**config.mk**
```make
export PLATFORM = sky130hd
export DESIGN_NAME = jtopll_wrbuf
export DESIGN_NICKNAME = d
export VERILOG_FILES = /design/src/rtl/jtopll_wrbuf_pkg.sv /design/src/rtl/jtopll_wrbuf_fifo.sv /design/src/rtl/jtopll_wrbuf.sv
export SDC_FILE = /design/constraint.sdc
export NUM_CORES = 1
export LEC_CHECK = 0
export CAP_MARGIN = 10
export CORE_AREA = 2 2 156 120
export CTS_BUF_LIST = sky130_fd_sc_hd__clkbuf_4 sky130_fd_sc_hd__clkbuf_8
export CTS_CLUSTER_DIAMETER = 30
export DETAILED_ROUTE_END_ITERATION = 7
export DIE_AREA = 0 0 158 122
export DONT_BUFFER_PORTS = 1
export PLACE_DENSITY = 0.35
export SLEW_MARGIN = 15
export SYNTH_ARGS = -nofsm -noshare
export SYNTH_HDL_FRONTEND = slang
export SYNTH_SLANG_ARGS = --single-unit
```
**constraint.sdc**
```tcl
create_clock -name clk -period 5.61 [get_ports clk]
set_clock_uncertainty 0.15 [all_clocks]
set_input_delay 1.683 -clock clk [delete_from_list [all_inputs] [get_ports clk]]
set_output_delay 1.683 -clock clk [all_outputs]
set_load 0.05 [all_outputs]
```
**src/rtl/jtopll_wrbuf_pkg.sv**
```systemverilog
// Shared types and defaults for the YM2413 write-pacing buffer.
package jtopll_wrbuf_pkg;

  typedef enum logic [1:0] {
    IDLE   = 2'd0,
    STROBE = 2'd1,
    GAP    = 2'd2
  } state_t;

  // One queued bus write: which port, and the byte written to it.
  typedef struct packed {
    logic       addr;
    logic [7:0] data;
  } entry_t;

  localparam int DEF_ADDR_WAIT = 12;
  localparam int DEF_DATA_WAIT = 84;

  // Bits needed to hold the larger of the two reload values (WAIT-1).
  function automatic int gap_width(input int addr_wait, input int data_wait);
    int m;
    m = (addr_wait > data_wait) ? addr_wait : data_wait;
    return $clog2(m);
  endfunction

endpackage

```
**src/rtl/jtopll_wrbuf_fifo.sv**
```systemverilog
// Synchronous FIFO of pending OPLL writes with registered level/full/empty.
module jtopll_wrbuf_fifo
  import jtopll_wrbuf_pkg::*;
#(
  parameter int DEPTH_LOG2 = 3
) (
  input  logic                clk,
  input  logic                rst,
  input  logic                push,
  input  logic                pop,
  input  entry_t              wr_data,
  output entry_t              rd_data,
  output logic                full,
  output logic                empty,
  output logic [DEPTH_LOG2:0] level
);

  localparam int DEPTH = 1 << DEPTH_LOG2;
  localparam logic [DEPTH_LOG2:0] LVL_ONE    = (DEPTH_LOG2+1)'(1);
  localparam logic [DEPTH_LOG2:0] LVL_NEARLY = (DEPTH_LOG2+1)'(DEPTH - 1);

  entry_t                mem [DEPTH];
  logic [DEPTH_LOG2-1:0] wr_ptr;
  logic [DEPTH_LOG2-1:0] rd_ptr;
  logic                  do_push;
  logic                  do_pop;

  // Writes while full are dropped here; the top flags them as overflow.
  assign do_push = push && !full;
  assign do_pop  = pop && !empty;
  assign rd_data = mem[rd_ptr];

  // Entry storage.
  // NOTE: the storage array has no reset; the pointers and flags define which entries are valid.
  always_ff @(posedge clk) begin
    if (do_push) mem[wr_ptr] <= wr_data;
  end

  // Pointers and occupancy flags; reset flushes the queue.
  // NOTE: every sequential assignment is non-blocking so all flops sample pre-edge values.
  always_ff @(posedge clk) begin
    if (rst) begin
      wr_ptr <= '0;
      rd_ptr <= '0;
      level  <= '0;
      full   <= 1'b0;
      empty  <= 1'b1;
    end else begin
      if (do_push) wr_ptr <= wr_ptr + 1'b1;
      if (do_pop)  rd_ptr <= rd_ptr + 1'b1;
      case ({do_push, do_pop})
        2'b10: begin
          level <= level + 1'b1;
          full  <= (level == LVL_NEARLY);
          empty <= 1'b0;
        end
        2'b01: begin
          level <= level - 1'b1;
          full  <= 1'b0;
          empty <= (level == LVL_ONE);
        end
        default: ;
      endcase
    end
  end

endmodule

```
**src/rtl/jtopll_wrbuf.sv**
```systemverilog
// Write-pacing buffer for the YM2413 core: queues CPU port writes and replays
// them with the chip's minimum address/data intervals.
// Optional build macro: JTOPLL_WRBUF_PEAK_EN adds a peak-level monitor
// (output peak, input peak_clr).
module jtopll_wrbuf
  import jtopll_wrbuf_pkg::*;
#(
  parameter int DEPTH_LOG2 = 3,
  parameter int ADDR_WAIT  = DEF_ADDR_WAIT,
  parameter int DATA_WAIT  = DEF_DATA_WAIT
) (
  input  logic                clk,
  input  logic                rst,
  input  logic                cen,
  input  logic                cpu_we,
  input  logic                cpu_addr,
  input  logic [7:0]          cpu_din,
  output logic                full,
  output logic [DEPTH_LOG2:0] level,
  output logic                overflow,
  output logic [7:0]          opll_din,
  output logic                opll_addr,
  output logic                opll_cs_n,
  output logic                opll_wr_n
`ifdef JTOPLL_WRBUF_PEAK_EN
  ,
  input  logic                peak_clr,
  output logic [DEPTH_LOG2:0] peak
`endif
);

  localparam int GAP_W = gap_width(ADDR_WAIT, DATA_WAIT);
  localparam logic [GAP_W-1:0] ADDR_RELOAD = GAP_W'(ADDR_WAIT - 1);
  localparam logic [GAP_W-1:0] DATA_RELOAD = GAP_W'(DATA_WAIT - 1);

  state_t           state;
  logic [GAP_W-1:0] gap;
  entry_t           head;
  entry_t           wr_entry;
  logic             empty;
  logic             pop;

  assign wr_entry = '{addr: cpu_addr, data: cpu_din};

  // A strobe starts (and the FIFO pops) on a tick from IDLE, or from GAP once
  // the interval has fully elapsed.
  assign pop = cen && !empty &&
               ((state == IDLE) || ((state == GAP) && (gap == '0)));

  jtopll_wrbuf_fifo #(
    .DEPTH_LOG2 (DEPTH_LOG2)
  ) u_fifo (
    .clk     (clk),
    .rst     (rst),
    .push    (cpu_we),
    .pop     (pop),
    .wr_data (wr_entry),
    .rd_data (head),
    .full    (full),
    .empty   (empty),
    .level   (level)
  );

  // Pacing FSM, gap counter and registered bus outputs.
  always_ff @(posedge clk) begin
    if (rst) begin
      state     <= IDLE;
      gap       <= '0;
      opll_din  <= '0;
      opll_addr <= 1'b0;
      opll_cs_n <= 1'b1;
      opll_wr_n <= 1'b1;
    end else if (cen) begin
      if (gap != '0) gap <= gap - 1'b1;
      if (pop) begin
        state     <= STROBE;
        opll_din  <= head.data;
        opll_addr <= head.addr;
        opll_cs_n <= 1'b0;
        opll_wr_n <= 1'b0;
        gap       <= head.addr ? DATA_RELOAD : ADDR_RELOAD;
      end else begin
        case (state)
          STROBE: begin
            state     <= GAP;
            opll_cs_n <= 1'b1;
            opll_wr_n <= 1'b1;
          end
          GAP:     if (gap == '0) state <= IDLE;
          default: state <= IDLE;
        endcase
      end
    end
  end

  // Sticky flag for writes dropped while the FIFO was full.
  always_ff @(posedge clk) begin
    if (rst)                 overflow <= 1'b0;
    else if (cpu_we && full) overflow <= 1'b1;
  end

`ifdef JTOPLL_WRBUF_PEAK_EN
  // High-water mark of the FIFO level; peak_clr restarts it from the current level.
  always_ff @(posedge clk) begin
    if (rst)               peak <= '0;
    else if (peak_clr)     peak <= level;
    else if (level > peak) peak <= level;
  end
`endif

endmodule

```
* Yosys cells after proc, flatten, opt, wreduce, memory -nomap -nowiden
Memory sizes are Yosys's and may differ from the RTL's. A register that Yosys moved wholly into a read port is not among the register bits.
Cells that the tools add are included.
** Storage, ports and cells
- Output and inout port bits :: 17
- Memories :: 1
- Input bits :: 13
- Bits in registers :: 32
- Word-level logic and storage cells :: 58
- Memory bits (writable) :: 72
** Cells by class
- $add $sub $neg :: 5
- Reductions and logical operators :: 19
- Multiplexer cells :: 15
- Eq/ne operators :: 7
** Memories
- u_fifo.mem :: depth 8, width 9, rd ports 1, clocked after Yosys merged registers in 1, write ports 1, RTL line jtopll_wrbuf_fifo.sv:22 : entry_t mem [DEPTH];
** Operators with widths (number)
- 7-bit 2-to-1 mux :: 3
- 4-bit one-hot mux with 2 select lines :: 1
- 2-bit AND reduction :: 4
- 7-bit logical NOT :: 1
- 7-bit nonzero test :: 1
- 7-bit by 1-bit subtractor with 7-bit output, second input constant :: 1
- 3-bit by 1-bit adder with 3-bit output, second input constant :: 2
- 1-bit logical AND :: 6
- 3-bit 2-to-1 mux :: 2
- 2-bit nonzero test :: 3
- 4-bit by 1-bit adder with 4-bit output, second input constant :: 1
- 2-bit by 1-bit == test with 1-bit output, second input constant :: 2
- 2-bit == test, second input constant :: 2
- 4-bit by 1-bit == test with 1-bit output, second input constant :: 1
- 4-bit by 3-bit == test with 1-bit output, second input constant :: 1
- 1-bit 2-to-1 mux :: 4
- 2-bit 2-to-1 mux :: 2
- 1-bit one-hot mux with 2 select lines :: 2
- 2-bit one-hot mux with 2 select lines :: 1
- 4-bit by 1-bit subtractor with 4-bit output, second input constant :: 1
- 3-bit by 1-bit inequality test with 1-bit output, second input constant :: 1
- 1-bit logical NOT :: 2
- 2-bit logical NOT :: 1
- 1-bit logical OR :: 1

* Depth between registers and ports, before layout
- Depth after elaboration :: 7
- Mapped depth :: 12
- Gate-level depth less buffers :: 11

* Modules after synthesis
From an unflattened synthesis, not the netlist that was laid out.
** Unflattened totals
- Cells, all modules :: 299
- Area total of the unflattened synthesis :: 4460.5 um^2
** Modules (own cells, without submodules)
- jtopll_wrbuf_fifo :: area each 3498.4 um^2, seq. area each 2462.4 um^2, times used 1, cells an instance 186
- jtopll_wrbuf :: area each 962.2 um^2, seq. area each 400.4 um^2, times used 1, cells an instance 113

* Worst setup path after synthesis
No wires, ideal clock.
- Path type :: input-to-reg
- From :: input cen
- To :: register u_fifo.level[3]
- Setup time :: 128 ps
- Stages on the path :: 9
- Required time :: 5332 ps
- Arrival :: 3421 ps
- Path buffers :: 2
- Path slack :: 1911 ps
- Cell sequence :: buf_2 -> nand2_4 -> inv_6 -> buf_4 -> ha_1 -> or4b_2 -> a21oi_1 -> xnor2_1 -> nor2_1
** Between the ends
- Longest elaborated chain between the ends :: 5
- Elaborated cells between the ends (all ways) :: 7
- Those cells by class :: 2 x eq/ne; 1 x mux; 4 x reduce/logical
** RTL lines
- start: declaration :: RTL line jtopll_wrbuf.sv:14 : input logic cen,
- 1-bit logical AND * (2 in a row) :: RTL line jtopll_wrbuf.sv:47 : assign pop = cen && !empty &&
- 1-bit logical AND * :: RTL line jtopll_wrbuf_fifo.sv:30 : assign do_pop = pop && !empty;
- via u_fifo.do_pop :: RTL line jtopll_wrbuf_fifo.sv:26 : logic do_pop;
- 2-bit by 1-bit == test with 1-bit output or 2-bit == test (tied branches) :: RTL line jtopll_wrbuf_fifo.sv:51 : case ({do_push, do_pop})
- 4-bit one-hot mux with 2 select lines or 2-bit nonzero test (tied branches)
- end signal: assignment :: RTL line jtopll_wrbuf_fifo.sv:53 : level <= level + 1'b1;
- end signal: assignment :: RTL line jtopll_wrbuf_fifo.sv:58 : level <= level - 1'b1;
- end: declaration :: RTL line jtopll_wrbuf_fifo.sv:15 : output logic [DEPTH_LOG2:0] level
Mark *: on every way through the listed nets, which the timed path passes. The rest lies on a longest branch.
A chain may end at the register's enable or synchronous reset.

* Final worst setup path
- From :: register gap[3]
- To :: register u_fifo.level[3]
** Between the ends
- Longest elaborated chain between the ends :: 7
- Elaborated cells between the ends (all ways) :: 9
- Those cells by class :: 2 x eq/ne; 1 x mux; 6 x reduce/logical
** RTL lines
- start: declaration :: RTL line jtopll_wrbuf.sv:37 : logic [GAP_W-1:0] gap;
- start signal: assignment :: RTL line jtopll_wrbuf.sv:74 : if (gap != '0) gap <= gap - 1'b1;
- start signal: assignment :: RTL line jtopll_wrbuf.sv:81 : gap <= head.addr ? DATA_RELOAD : ADDR_RELOAD;
- 7-bit logical NOT * :: RTL line jtopll_wrbuf.sv:48 : ((state == IDLE) || ((state == GAP) && (gap == '0)));
- 1-bit logical AND * :: RTL line jtopll_wrbuf.sv:48
- 1-bit logical OR * :: RTL line jtopll_wrbuf.sv:48
- 1-bit logical AND * :: RTL line jtopll_wrbuf.sv:47
- 1-bit logical AND * :: RTL line jtopll_wrbuf_fifo.sv:30
- 2-bit by 1-bit == test with 1-bit output or 2-bit == test (tied branches) :: RTL line jtopll_wrbuf_fifo.sv:51
- 4-bit one-hot mux with 2 select lines or 2-bit nonzero test (tied branches)
Every way passes the cells marked *; elsewhere a longest branch is shown, timed or not.

==> metrics.md <==
| Metric | Value |
|---|---|
| Die Wd | `158 um` |
| Syn. warnings | `0` |
| Global route overflow | `0` |
| Syn_area_per_cell | `15.0 um2` |
| Post-CTS Setup Bufs | `0` |
| Global routing usage on met1 | `13.9%` |
| # DRC | `0` |
| Pwr dens | `approximately 410 nW/um2` |
| Setup WS pre-CTS | `about 1.9 ns` |
| Fmax | `294 MHz` |
| Iteration-0 DRC count of the detailed router | `206` |
| CP required | `5.76 ns` |
| Fin area | `4800 um2` |
| Post-DRT Antenna Nets | `0` |
| Vias in the first global route | `2325` |
| Dpl cell area | `4610 um2` |
| Routed vias | `between 2000 and 2500` |
| Worst-path clk slew | `0.11 ns` |
| Die H | `122 um` |
| Worst r2r src | `gap[3]` |
| Worst hold start | `u_fifo.rd_ptr[1]` |
| Clk buf depth | `2` |
| Initial antenna violation count | `0` |
| GP Congestion | `0.663` |
| TritonCTS clock tree | `yes` |
| CP max-delay cell | `or4b_2` |
| DR WL/cell | `roughly 17 um` |
| CP Launch Point | `gap[3]` |
| Die area | `slightly below 20000 um2` |
| DRT Pass-1 Iters | `4` |
| Final #Nets | `312` |
| Register area share after synthesis | `65.9%` |
| CTS root buffer | `clkbuf_8` |
| # rows | `43` |
| Hold buffer count at cts | `0` |
| Placed wire-length estimate after detailed placement | `roughly 6000 um` |
| Commonest cells after routing, fill and taps aside | `edfxtp_1 (72), dfxtp_1 (35), nor2_1 (29)` |
| #FFs+latches synth | `around 110` |
| Mapped Cells | `290` |
| Arr. time, crit path | `3.55 ns` |
| Post-synthesis to final-layout area growth | `10.6%` |
| CP endpoint kind | `register` |
| Delay-heaviest family, CP | `simple AND/OR/NAND/NOR gates` |
| Via density | `4.19` |
| Worst Path Class, Setup | `register to register` |
| Worst skew pair latency | `0.39 ns` |
| Primary FF master, synth | `edfxtp_1` |
| Layout cells sized above 1 | `18.6%` |
| Hold Fails Final Rpt | `0` |
| Mapped Nets | `311` |
| Maxcap violations | `0` |
| Largest net degree at the start of global routing | `37` |
| Number of synthesized flops with an enable pin | `between 70 and 80` |
| Relative slew margins | `about a third` |
| Type of origin of the critical path | `register` |
| Crit-path cells | `or4_4 -> o41ai_4 -> nand2_4 -> inv_6 -> ha_1 -> or4b_2 -> a21oi_1 -> xnor2_1 -> nor2_1` |
| Post-synthesis cell area | `4340 um2` |
| Ant. Diodes | `0` |
| Largest stage delay, worst path | `~0.6 ns` |
| Worst setup margin | `between 2 and 2.5 ns` |
| Reg2reg setup slack | `2.21 ns` |
| Final Max Tran Viols | `0` |
| CTS Buf Count | `9` |
| Worst hold path type | `register to register` |
| First-pass GRT wire length | `14400 um` |
| Unique masters post-synth | `44` |
| I/O Pins | `30` |
| DRT Wirelength | `about 9000 um` |
| RSZ-0062 raised after global routing | `no` |
| Status | `finished clean` |
| Tcrit/Tclk final | `60.6%` |
| Setup TNS | `0 ns` |
| Final worst path period need | `3.40 ns` |
| Met2 GRT Util | `15.9%` |
| Lkg Pwr | `approximately 0.0015 uW` |
| Peak VDD IR | `0.105 mV` |
| Most common cell after layout, fill and taps aside | `edfxtp_1` |
| Crit-path max FO | `25` |
| Core Util, Final | `between 20% and 30%` |
| Grt peak-use layer | `met2` |
| # port buffers | `0` |
| Slew @ Worst Pin | `1.00 ns` |
| CTS resizes | `0` |
| CTS H-tree lvls | `3` |
| GRT Total Usage | `10.5%` |
| Worst path bufs/invs | `1` |
| Core ar. | `roughly 18000 um2` |
| Share of async-settable or async-resettable flops after synthesis | `0%` |
| Finish-stage setup viols | `0` |
| Met3 GRT Util | `3.63%` |
| Initial core utilization | `24.2%` |
| CTS sink cnt | `107` |
cells in the mapped netlist, types with 2 or more instances:
library cell,n,area [um2]
inv_1,9,33.8
a211oi_1,2,15.0
o2111ai_1,2,17.5
nor4_1,3,18.8
buf_4,2,15.0
o21ai_0,6,30.0
nand2b_1,5,31.3
a21oi_1,16,80.1
mux4_2,18,405
clkbuf_1,7,26.3
nor2_1,29,109
a31oi_1,2,12.5
nand2_1,13,48.8
ha_1,8,100
nor3_1,8,40.0
buf_1,2,7.51
or3_1,3,18.8
mux2i_1,9,90.1
xnor2_1,5,43.8
edfxtp_1,72,2160
buf_2,3,15.0
xor2_1,3,26.3
dfxtp_1,35,701
a211oi_2,7,87.6
nand4b_1,2,17.5
where the power goes:
part / internal, uW / switching [uW] / leakage [uW]
logic: 203 / 244 / 0.000447
registers: 912 / 160 / 0.000941
clock network: 173 / 291 / 0.0000982
cell type report:
type / count / area, um2
repair buffers: 6 / 45.0
flip-flops and latches: 107 / 2860
multi-input cells: 157 / 1350
inverters: 10 / 42.5
fillers: 1861 / 13200
well taps: 247 / 309
clock buffers: 9 / 124
clock inverters: 7 / 66.3
metal layers:
| metal | wire [um] | vias up |
|---|---|---|
| met2 | 4190 | 42 |
| met5 | 0 | - |
| met1 | 4360 | 1120 |
| met4 | 144 | 0 |
| met3 | 506 | 12 |
| li1 | - | 1101 |
state kept, by name, summed over array words and instances (netlist names), named ones only:
signal and cells:
opll_addr 1, u_fifo.wr_ptr 3, opll_din 8, u_fifo.rd_ptr 3, u_fifo.full 1, u_fifo.level 4
gap 7, opll_wr_n 1, overflow 1, u_fifo.empty 1, state 2, u_fifo.mem 72
worst reg2reg max path, cell delays in order (launching register included):
cell,delay (ns)
dfxtp_1,0.37
or4_4,0.58
o41ai_4,0.52
nand2_4,0.18
inv_6,0.23
ha_1,0.32
or4b_2,0.60
a21oi_1,0.19
xnor2_1,0.14
nor2_1,0.05
logic make-up after synthesis:
kind of cell / count (synthesis) / synth area share [%]
simple gates: 71 / 8.07
compound gates: 43 / 7.63
mux: 27 / 11.4
flops: 107 / 65.9
xor+xnor: 8 / 1.61
fa+ha+maj: 8 / 2.30
buf+inv: 26 / 3.05
final timing paths:
check / end / cells after the start
worst min-delay path: u_fifo.rd_ptr[1] / 2
worst max-delay path: u_fifo.level[3] / 9
worst max register to register: u_fifo.level[3] / 9
worst min register to register: u_fifo.rd_ptr[1] / 2
through the flow:
| stage | instances | hold slack [ns] | power (uW) |
|---|---|---|---|
| after CTS | 543 | 0.340 | 2030 |
| after floorplan | 290 | 0.312 | 1470 |
| final | 543 | 0.337 | 1980 |
| after detailed placement | 527 | 0.323 | 1550 |
| after global routing | 543 | 0.372 | 2110 |
| after global placement | 527 | 0.320 | 1550 |
No activity file was read; power rests on OpenSTA's default activity.
